<file path="config.mk">
export PLATFORM = sky130hd
export DESIGN_NAME = mtm_alu_ctrl_flat
export DESIGN_NICKNAME = d
export VERILOG_FILES = /design/src/rtl/mtm_alu_pkg.sv /design/src/rtl/mtm_alu_ctrl_if.sv /design/src/rtl/mtm_alu_crc3.sv /design/src/rtl/mtm_alu_ctrl.sv /design/src/flat_wrapper.sv
export SDC_FILE = /design/constraint.sdc
export NUM_CORES = 1
export LEC_CHECK = 0
export ABC_AREA = 0
export BUFFER_PORTS_ARGS = -buffer_cell sky130_fd_sc_hd__buf_2
export CAP_MARGIN = 5
export CELL_PAD_IN_SITES_DETAIL_PLACEMENT = 1
export CELL_PAD_IN_SITES_GLOBAL_PLACEMENT = 1
export CORE_ASPECT_RATIO = 0.6
export CORE_UTILIZATION = 38
export CTS_CLUSTER_SIZE = 8
export DETAILED_ROUTE_END_ITERATION = 12
export PLACE_DENSITY = 0.79
export SETUP_SLACK_MARGIN = 0.02
export SLEW_MARGIN = 10
export SYNTH_ARGS = -nofsm -noshare
export SYNTH_HDL_FRONTEND = slang
export SYNTH_SLANG_ARGS = --single-unit
</file>
<file path="constraint.sdc">
create_clock -name clk -period 2.5 [get_ports clk]
set_clock_uncertainty 0.05 [all_clocks]
set_input_delay 0.5 -clock clk [delete_from_list [all_inputs] [get_ports clk]]
set_output_delay 0.5 -clock clk [all_outputs]
set_load 0.01 [all_outputs]
</file>
<file path="src/rtl/mtm_alu_pkg.sv">
// mtm_alu_pkg: opcodes, response codes and sequencer state shared by the mtm_alu blocks.
package mtm_alu_pkg;
  localparam logic [2:0] OP_AND = 3'b000;
  localparam logic [2:0] OP_OR  = 3'b001;
  localparam logic [2:0] OP_ADD = 3'b100;
  localparam logic [2:0] OP_SUB = 3'b101;
  localparam logic [7:0] ERR_DATA = 8'hC9;
  localparam logic [7:0] ERR_CRC  = 8'hA5;
  localparam logic [7:0] ERR_OP   = 8'h93;
  localparam logic [7:0] CTL_IDLE = 8'hFF;
  typedef enum logic [2:0] {IDLE, DECODE, EXEC, WAIT, SEND} ctrl_state_e;
  function automatic logic op_valid(input logic [2:0] op);
    return op inside {OP_AND, OP_OR, OP_ADD, OP_SUB};
  endfunction
endpackage

</file>
<file path="src/rtl/mtm_alu_ctrl_if.sv">
// mtm_alu_ctrl_if: deserializer request, ALU and serializer response signals of the sequencer.
interface mtm_alu_ctrl_if;
  logic        des_valid;
  logic [31:0] des_A, des_B;
  logic [7:0]  des_CTL;
  logic        alu_start;
  logic [31:0] alu_A, alu_B;
  logic [2:0]  alu_op;
  logic        alu_done;
  logic [31:0] alu_C;
  logic [3:0]  alu_flags;
  logic        ser_valid, ser_ready;
  logic [31:0] ser_C;
  logic [7:0]  ser_CTL;
  logic        busy, ovr;
  modport master (
    output des_valid, des_A, des_B, des_CTL, alu_done, alu_C, alu_flags, ser_ready,
    input  alu_start, alu_A, alu_B, alu_op, ser_valid, ser_C, ser_CTL, busy, ovr
  );
  modport slave (
    input  des_valid, des_A, des_B, des_CTL, alu_done, alu_C, alu_flags, ser_ready,
    output alu_start, alu_A, alu_B, alu_op, ser_valid, ser_C, ser_CTL, busy, ovr
  );
endinterface

</file>
<file path="src/rtl/mtm_alu_crc3.sv">
// mtm_alu_crc3: combinational CRC3 (x^3+x+1, init 0) over 37 bits, MSB first.
module mtm_alu_crc3 (
  input  logic [36:0] data_i,
  output logic [2:0]  crc_o
);
  logic [2:0] c;
  always_comb begin
    c = '0;
    for (int i = 36; i >= 0; i--) c = {c[1], c[0] ^ c[2] ^ data_i[i], c[2] ^ data_i[i]};
    crc_o = c;
  end
endmodule

</file>
<file path="src/rtl/mtm_alu_ctrl.sv">
// mtm_alu_ctrl: single-request sequencer between deserializer, ALU and serializer.
// Define MTM_ALU_CTRL_TIMEOUT_EN to abort WAIT with ERR_DATA after TIMEOUT_CYC cycles.
module mtm_alu_ctrl
  import mtm_alu_pkg::*;
#(
  parameter int TIMEOUT_CYC = 64,
  parameter int TO_W = 7
) (
  input logic           clk,
  input logic           rst_n,
  mtm_alu_ctrl_if.slave bus
);
  ctrl_state_e state_q, state_d;
  logic [31:0] a_q, a_d, b_q, b_d, alu_a_q, alu_a_d, alu_b_q, alu_b_d, c_q, c_d;
  logic [7:0]  ctl_q, ctl_d, sctl_q, sctl_d;
  logic [2:0]  op_q, op_d, crc;
  logic        ovr_q, timeout;
  if (2 ** TO_W <= TIMEOUT_CYC) begin : g_to_w_chk
    $error("TO_W too narrow for TIMEOUT_CYC");
  end
  mtm_alu_crc3 u_crc (.data_i({bus.alu_C, 1'b0, bus.alu_flags}), .crc_o(crc));
`ifdef MTM_ALU_CTRL_TIMEOUT_EN
  logic [TO_W-1:0] to_q;
  assign timeout = to_q == TO_W'(TIMEOUT_CYC - 1);
  always_ff @(posedge clk or negedge rst_n)
    if (!rst_n) to_q <= '0;
    else to_q <= state_q == WAIT ? to_q + TO_W'(1) : '0;
`else
  assign timeout = 1'b0;
`endif
  always_comb begin
    state_d = state_q;
    a_d = a_q;
    b_d = b_q;
    ctl_d = ctl_q;
    alu_a_d = alu_a_q;
    alu_b_d = alu_b_q;
    op_d = op_q;
    c_d = c_q;
    sctl_d = sctl_q;
    unique case (state_q)
      IDLE: if (bus.des_valid) begin
        a_d = bus.des_A;
        b_d = bus.des_B;
        ctl_d = bus.des_CTL;
        state_d = DECODE;
      end
      DECODE: if (ctl_q == ERR_DATA || ctl_q == ERR_CRC) begin
        c_d = '0;
        sctl_d = ctl_q;
        state_d = SEND;
      end else if (ctl_q[7]) begin
        state_d = IDLE;
      end else if (!op_valid(ctl_q[6:4])) begin
        c_d = '0;
        sctl_d = ERR_OP;
        state_d = SEND;
      end else begin
        alu_a_d = a_q;
        alu_b_d = b_q;
        op_d = ctl_q[6:4];
        state_d = EXEC;
      end
      EXEC: state_d = WAIT;
      // a done coinciding with expiry still delivers the result
      WAIT: if (bus.alu_done) begin
        c_d = bus.alu_C;
        sctl_d = {1'b0, bus.alu_flags, crc};
        state_d = SEND;
      end else if (timeout) begin
        c_d = '0;
        sctl_d = ERR_DATA;
        state_d = SEND;
      end
      SEND: state_d = bus.ser_ready ? IDLE : SEND;
      default: state_d = IDLE;
    endcase
  end
  always_ff @(posedge clk or negedge rst_n)
    if (!rst_n) begin
      state_q <= IDLE;
      a_q <= '0;
      b_q <= '0;
      ctl_q <= '0;
      alu_a_q <= '0;
      alu_b_q <= '0;
      op_q <= '0;
      c_q <= '0;
      sctl_q <= CTL_IDLE;
      ovr_q <= 1'b0;
    end else begin
      state_q <= state_d;
      a_q <= a_d;
      b_q <= b_d;
      ctl_q <= ctl_d;
      alu_a_q <= alu_a_d;
      alu_b_q <= alu_b_d;
      op_q <= op_d;
      c_q <= c_d;
      sctl_q <= sctl_d;
      ovr_q <= bus.des_valid && state_q != IDLE;
    end
  assign bus.alu_start = state_q == EXEC;
  assign bus.alu_A = alu_a_q;
  assign bus.alu_B = alu_b_q;
  assign bus.alu_op = op_q;
  assign bus.ser_valid = state_q == SEND;
  assign bus.ser_C = c_q;
  assign bus.ser_CTL = sctl_q;
  assign bus.busy = state_q != IDLE;
  assign bus.ovr = ovr_q;
endmodule

</file>
<file path="src/flat_wrapper.sv">
// flat-port wrapper written by rule: the top's interface ports become plain ports
module mtm_alu_ctrl_flat import mtm_alu_pkg::*;
#(
  parameter int TIMEOUT_CYC = 64,
  parameter int TO_W = 7
)
  (clk, rst_n, bus_des_valid, bus_des_A, bus_des_B, bus_des_CTL, bus_alu_done, bus_alu_C, bus_alu_flags, bus_ser_ready, bus_alu_start, bus_alu_A, bus_alu_B, bus_alu_op, bus_ser_valid, bus_ser_C, bus_ser_CTL, bus_busy, bus_ovr);
  mtm_alu_ctrl_if bus_i ();
  input logic clk;
  input logic rst_n;
  input wire logic [$bits(bus_i.des_valid)-1:0] bus_des_valid;
  input wire logic [$bits(bus_i.des_A)-1:0] bus_des_A;
  input wire logic [$bits(bus_i.des_B)-1:0] bus_des_B;
  input wire logic [$bits(bus_i.des_CTL)-1:0] bus_des_CTL;
  input wire logic [$bits(bus_i.alu_done)-1:0] bus_alu_done;
  input wire logic [$bits(bus_i.alu_C)-1:0] bus_alu_C;
  input wire logic [$bits(bus_i.alu_flags)-1:0] bus_alu_flags;
  input wire logic [$bits(bus_i.ser_ready)-1:0] bus_ser_ready;
  output wire logic [$bits(bus_i.alu_start)-1:0] bus_alu_start;
  output wire logic [$bits(bus_i.alu_A)-1:0] bus_alu_A;
  output wire logic [$bits(bus_i.alu_B)-1:0] bus_alu_B;
  output wire logic [$bits(bus_i.alu_op)-1:0] bus_alu_op;
  output wire logic [$bits(bus_i.ser_valid)-1:0] bus_ser_valid;
  output wire logic [$bits(bus_i.ser_C)-1:0] bus_ser_C;
  output wire logic [$bits(bus_i.ser_CTL)-1:0] bus_ser_CTL;
  output wire logic [$bits(bus_i.busy)-1:0] bus_busy;
  output wire logic [$bits(bus_i.ovr)-1:0] bus_ovr;
  assign bus_i.des_valid = bus_des_valid;
  assign bus_i.des_A = bus_des_A;
  assign bus_i.des_B = bus_des_B;
  assign bus_i.des_CTL = bus_des_CTL;
  assign bus_i.alu_done = bus_alu_done;
  assign bus_i.alu_C = bus_alu_C;
  assign bus_i.alu_flags = bus_alu_flags;
  assign bus_i.ser_ready = bus_ser_ready;
  assign bus_alu_start = bus_i.alu_start;
  assign bus_alu_A = bus_i.alu_A;
  assign bus_alu_B = bus_i.alu_B;
  assign bus_alu_op = bus_i.alu_op;
  assign bus_ser_valid = bus_i.ser_valid;
  assign bus_ser_C = bus_i.ser_C;
  assign bus_ser_CTL = bus_i.ser_CTL;
  assign bus_busy = bus_i.busy;
  assign bus_ovr = bus_i.ovr;
  mtm_alu_ctrl #(.TIMEOUT_CYC(TIMEOUT_CYC), .TO_W(TO_W)) u_core (.clk(clk), .rst_n(rst_n), .bus(bus_i));
endmodule
</file>
==> flow_summary.ini, run 1 <==
[detailed_routing]
drt_wl_total_mm = 18.7
ant_nets = 0
routedWlPerCell_um = 18.0
drcViolationCount = 0
drt-pass1-iter-count = 4
vias = 4867
first_iter_violations = 223
via_per_inst = 4.68

[hold_path]
hold_end = u_core.ctl_q[1]
hold_start = bus_des_CTL[1]
whs_path_depth = 2
hp-class = in2reg

[setup_path]
startpoint_type = flop
reg2reg_to = u_core.bus.ser_CTL[2]
timing.rr.start = u_core.ctl_q[6]
path_class = reg2out
worstPathArrival_ps = 1610
reg2reg_depth = 6
required_ps = 1950
reg2reg_slack_ps = 360
end_kind = primary output
cp_max_fo = 11

[clock_tree]
cts.repair.resized = 0
h-tree-depth = 4
clock_sinks = 183
cts_tree = built
cts_buffers = 17
path_clk_slew_ps = 70
worst_skew_pair.late_latency_ps = 430
max-clock-path-buffers = 2
root_buffer = clkbuf_16

[cells_and_area]
n_fill_cell = 2007
drive_gt1_frac = 0.539
fin_area_um2 = 9460
fin_nets = 874
syn_to_final_growth_pct = 27.6

[timing]
slew_violations = 0
fin_tns_setup_ps = 0
worst_hold_slack_ps = 250
hold_violations = 0
rsz0062_at_grt = no
period_needed_ps = 2160
max-slew-margin-rel = 0.659
min_period_over_period = 0.864
worstMarginPinSlew_ps = 511
setup-violations-final = 0
fmax_mhz = 463

[synthesis]
synthTopCellsByArea = dfrtp_1, mux2_2, nand2_1, dfstp_2, xnor2_1
synth_largest_area_cell = dfrtp_1
netlist.area_leader.share = 0.591
ys_ff_latch = 183
synth_edf_count = 0
avgSynthCellArea_um2 = 13.9
netlist_instances = 535
syn_area_um2 = 7410
synth_warnings = 0
synth-async-reset-ratio = 1.00
syn_nets = 648
synth_ff_type = dfrtp_1
yosys.cell_count.top_type = dfrtp_1
ys_seq_area_frac = 0.619
synth.top_cells.by_count = dfrtp_1, mux2_2, nand2_1
synth_cell_type_count = 37

[floorplanning]
rows = 39
die_x_um = 182
die-area_um2 = 20100
die_h_um = 110
io_pins = 224
core_area_um2 = 19100
initial_core_util = 0.389

[global_route]
grt_usage = 0.196
antenna_found_initial = 3
grt_max_degree = 78
overflow = 0
grt_pass1_wl_mm = 29.2
grt_pass1_vias = 5185

[power_and_ir_drop]
p_per_area_nw_per_um2 = 1280
power.leakage_nw = 4.50
vdd_drop_max_mv = 0.676

[placed_design]
place_area_um2 = 8870
gp_congestion = 0.801
portBuffers = 223
hpwl_mm = 13.6

[outcome]
status = complete, no violations

[run]
drv_cap = 0
-- critical path, stage by stage (launching register included) --
cell and delay (ps):
dfrtp_1 500, or3_1 500, buf_2 200
-- worst max-delay path by stage --
stage	start	to	slack, ps	cells past startpoint
finish	u_core.state_q[1]	bus_busy	340	2
global route	u_core.ctl_q[6]	u_core.bus.ser_CTL[4]	170	6
CTS	u_core.state_q[1]	bus_busy	320	2
detailed placement	bus_alu_C[26]	u_core.bus.ser_CTL[2]	200	6
global placement	bus_alu_C[26]	u_core.bus.ser_CTL[2]	300	6
floorplan	bus_alu_C[26]	u_core.bus.ser_CTL[2]	530	5
-- logic make-up (layout without fill, tap and decap cells) --
family          count (synthesis)  after routing  synth area share
mux                           138            138             0.210
other cells                     0              1                 0
flops                         183            183             0.619
buf+inv                        32            271            0.0208
compound gates                 53             53            0.0402
simple gates                   96             96            0.0572
xor+xnor                       33             33            0.0532
-- repair_timing --
item                       4_1_cts  5_1_grt
hold endpoints to repair        36        0
setup buffers                    0        0
hold buffers                     1        0
setup endpoints to repair        0        0
-- registers in the layout, summed over array words and instances, names as in the netlist, 8 cells and up --
name,count
u_core.ctl_q,8
u_core.a_q,32
u_core.bus.alu_A,32
u_core.bus.ser_CTL,8
u_core.bus.ser_C,32
u_core.bus.alu_B,32
u_core.b_q,32
-- metrics by stage --
| stage | worst slack (ps) | utilization | std cells | power (mW) |
|---|---|---|---|---|
| after detailed placement | 205 | 0.465 | 1007 | 9.59 |
| after CTS | 316 | 0.496 | 1040 | 12.3 |
| after global routing | 169 | 0.496 | 1040 | 12.9 |
| after floorplan | 527 | - | 535 | 7.85 |
| final | 341 | 0.496 | 1041 | 12.1 |
| after global placement | 298 | 0.465 | 1007 | 9.33 |
-- power by group --
group / leakage [nW] / total (mW) / internal [mW] / switching, mW
registers: 2.23 / 5.19 / 4.43 / 0.760
logic: 2.01 / 4.30 / 2.23 / 2.08
clock network: 0.270 / 2.63 / 1.50 / 1.13
-- per-layer routing --
layer / global-route usage / up-vias / routed length (µm)
met5: 0 / - / 17
met2: 0.293 / 121 / 8250
li1: - / 2277 / -
met3: 0.0667 / 13 / 1120
met1: 0.272 / 2454 / 9200
met4: 0.0504 / 2 / 141
-- layout make-up --
class | count | area (µm²) | area share
Antenna cell | 1 | 2.50 | 0.000264
Tap cell | 266 | 333 | 0.0352
Clock buffer | 21 | 450 | 0.0476
Multi-Input combinational cell | 320 | 2680 | 0.283
Timing Repair Buffer | 236 | 1270 | 0.134
Inverter | 3 | 11.3 | 0.00119
Sequential cell | 183 | 4590 | 0.485
Clock inverter | 11 | 126 | 0.0134
-- cell usage in the layout, fill, tap and decap left out, types with 2 or more instances in the layout --
cell / n
buf_12: 4
buf_2: 222
a21oi_1: 3
o21bai_1: 2
dfstp_2: 8
o31ai_1: 2
dfrtp_1: 175
clkinv_4: 2
buf_4: 8
nand2_1: 74
nor3b_1: 2
clkinvlp_4: 4
and2_1: 2
mux2_2: 138
a22oi_1: 2
nor2_1: 6
o21ai_0: 37
xor2_1: 3
xnor2_1: 22
nand2b_1: 2
xnor3_1: 6
clkbuf_1: 3
nor4bb_1: 3
o21ai_1: 3
bufinv_16: 2
clkbuf_16: 17
inv_1: 3
clkinv_2: 2
Power figures use the tool's default switching activity.
==> run 2, diff against run 1 <==
Settings changed: ABC_CLOCK_PERIOD_IN_PS set to 2500, PLACE_DENSITY 0.79 to unset, PLACE_DENSITY_LB_ADDON set to 0.12.
==> flow_summary.ini, run 2 (synthesis results as in run 1) <==
[outcome]
status = complete, no violations

[timing]
rsz0062_at_grt = no
hold_violations = 0
fin_ws_ps = 315
fin_tns_setup_ps = 0
fmax_mhz = 458
setup-violations-final = 0
period_needed_ps = 2180
max-slew-margin-rel = 0.624
min_period_over_period = 0.874
slew_violations = 0
worstMarginPinSlew_ps = 564

[run]
drv_cap = 0

[clock_tree]
cts.repair.resized = 0
postCtsSetupRepairBufs = 0
path_clk_slew_ps = 70
root_buffer = clkbuf_16
max-clock-path-buffers = 2
clock_sinks = 183
cts_tree = built
cts_buffers = 17
worst_skew_pair.late_latency_ps = 430
h-tree-depth = 4

[placed_design]
hpwl_mm = 13.5
post-place-ws_ps = 244
dp.cells = 1005
portBuffers = 223
gp_congestion = 0.783

[setup_path]
required_ps = 1950
setup.worst_path.start = u_core.state_q[1]
worstPathArrival_ps = 1630
startpoint_type = flop
end_kind = primary output
timing.rr.start = u_core.state_q[1]
cp_max_fo = 11
reg2reg_slack_ps = 400
path_class = reg2out
reg2reg_depth = 4
reg2reg_to = u_core.b_q[9]

[hold_path]
hp-class = in2reg
hold_start = bus_des_CTL[5]
hold_end = u_core.ctl_q[5]
whs_path_depth = 3

[floorplanning]
core_area_um2 = 19100
die_h_um = 110
die_x_um = 182
initial_core_util = 0.389
io_pins = 224
die-area_um2 = 20100
rows = 39

[detailed_routing]
first_iter_violations = 205
drt_wl_total_mm = 18.9
vias = 4942
via_per_inst = 4.76
routedWlPerCell_um = 18.1
drcViolationCount = 0
drt-pass1-iter-count = 4
ant_nets = 0

[cells_and_area]
fin_nets = 872
syn_to_final_growth_pct = 28.7
stdcell_count = 1039
drive_gt1_frac = 0.538
layout_commonest_cell = buf_2
mostFrequentLayoutCells = buf_2, dfrtp_1, mux2_2
n_fill_cell = 2024

[global_route]
grt_pass1_wl_mm = 29.7
overflow = 0
grt_pass1_vias = 5363
grt_usage = 0.198
antenna_found_initial = 4
grt_max_degree = 78

[power_and_ir_drop]
p_per_area_nw_per_um2 = 1300
vdd_drop_max_mv = 0.560
total_power_mw = 12.4
power.leakage_nw = 4.54
run 2: routing by layer:
layer / track usage / vias to the layer above / share of wire
li1: - / 2279 / -
met5: 0 / - / 0.00042
met3: 0.0700 / 16 / 0.070
met2: 0.294 / 140 / 0.44
met1: 0.272 / 2505 / 0.48
met4: 0.0594 / 2 / 0.0098
run 2: layout make-up:
type                            count  area, µm²  share of cell area
Sequential cell                   183       4590               0.481
Clock inverter                      8        170              0.0178
Timing Repair Buffer              234       1280               0.134
Tap cell                          266        333              0.0349
Inverter                            3       11.3             0.00118
Antenna cell                        3       7.51            0.000787
Clock buffer                       22        474              0.0497
Multi-Input combinational cell    320       2680               0.280
run 2: through the flow:
step,hold slack [ps],instance area (µm²),utilization
floorplan,154,7410,-
global placement,407,8880,0.466
detailed placement,417,8880,0.466
CTS,208,9540,0.500
global route,232,9540,0.500
finish,229,9540,0.500
run 2: worst max-delay path by stage:
stage / to / slack [ps] / cells past startpoint
after floorplan: u_core.bus.ser_CTL[2] / 530 / 5
after global placement: u_core.bus.ser_CTL[1] / 290 / 7
after detailed placement: u_core.bus.ser_CTL[1] / 240 / 7
after CTS: bus_busy / 300 / 2
after global routing: u_core.bus.ser_CTL[4] / 120 / 6
final: bus_busy / 320 / 2
run 2: worst max-delay path, stage by stage, from the launching register on:
cell and delay [ps]:
dfrtp_1 510, or3_1 510, buf_2 190
run 2: power by group:
group	internal, mW	switching [mW]
clock	1.84	1.13
combinational	2.23	2.04
sequential	4.43	0.779
run 2: what timing repair did:
action,in CTS,in global routing
hold buffers,1,0
hold endpoints to repair,23,0
endpoints found under the setup margin,0,0
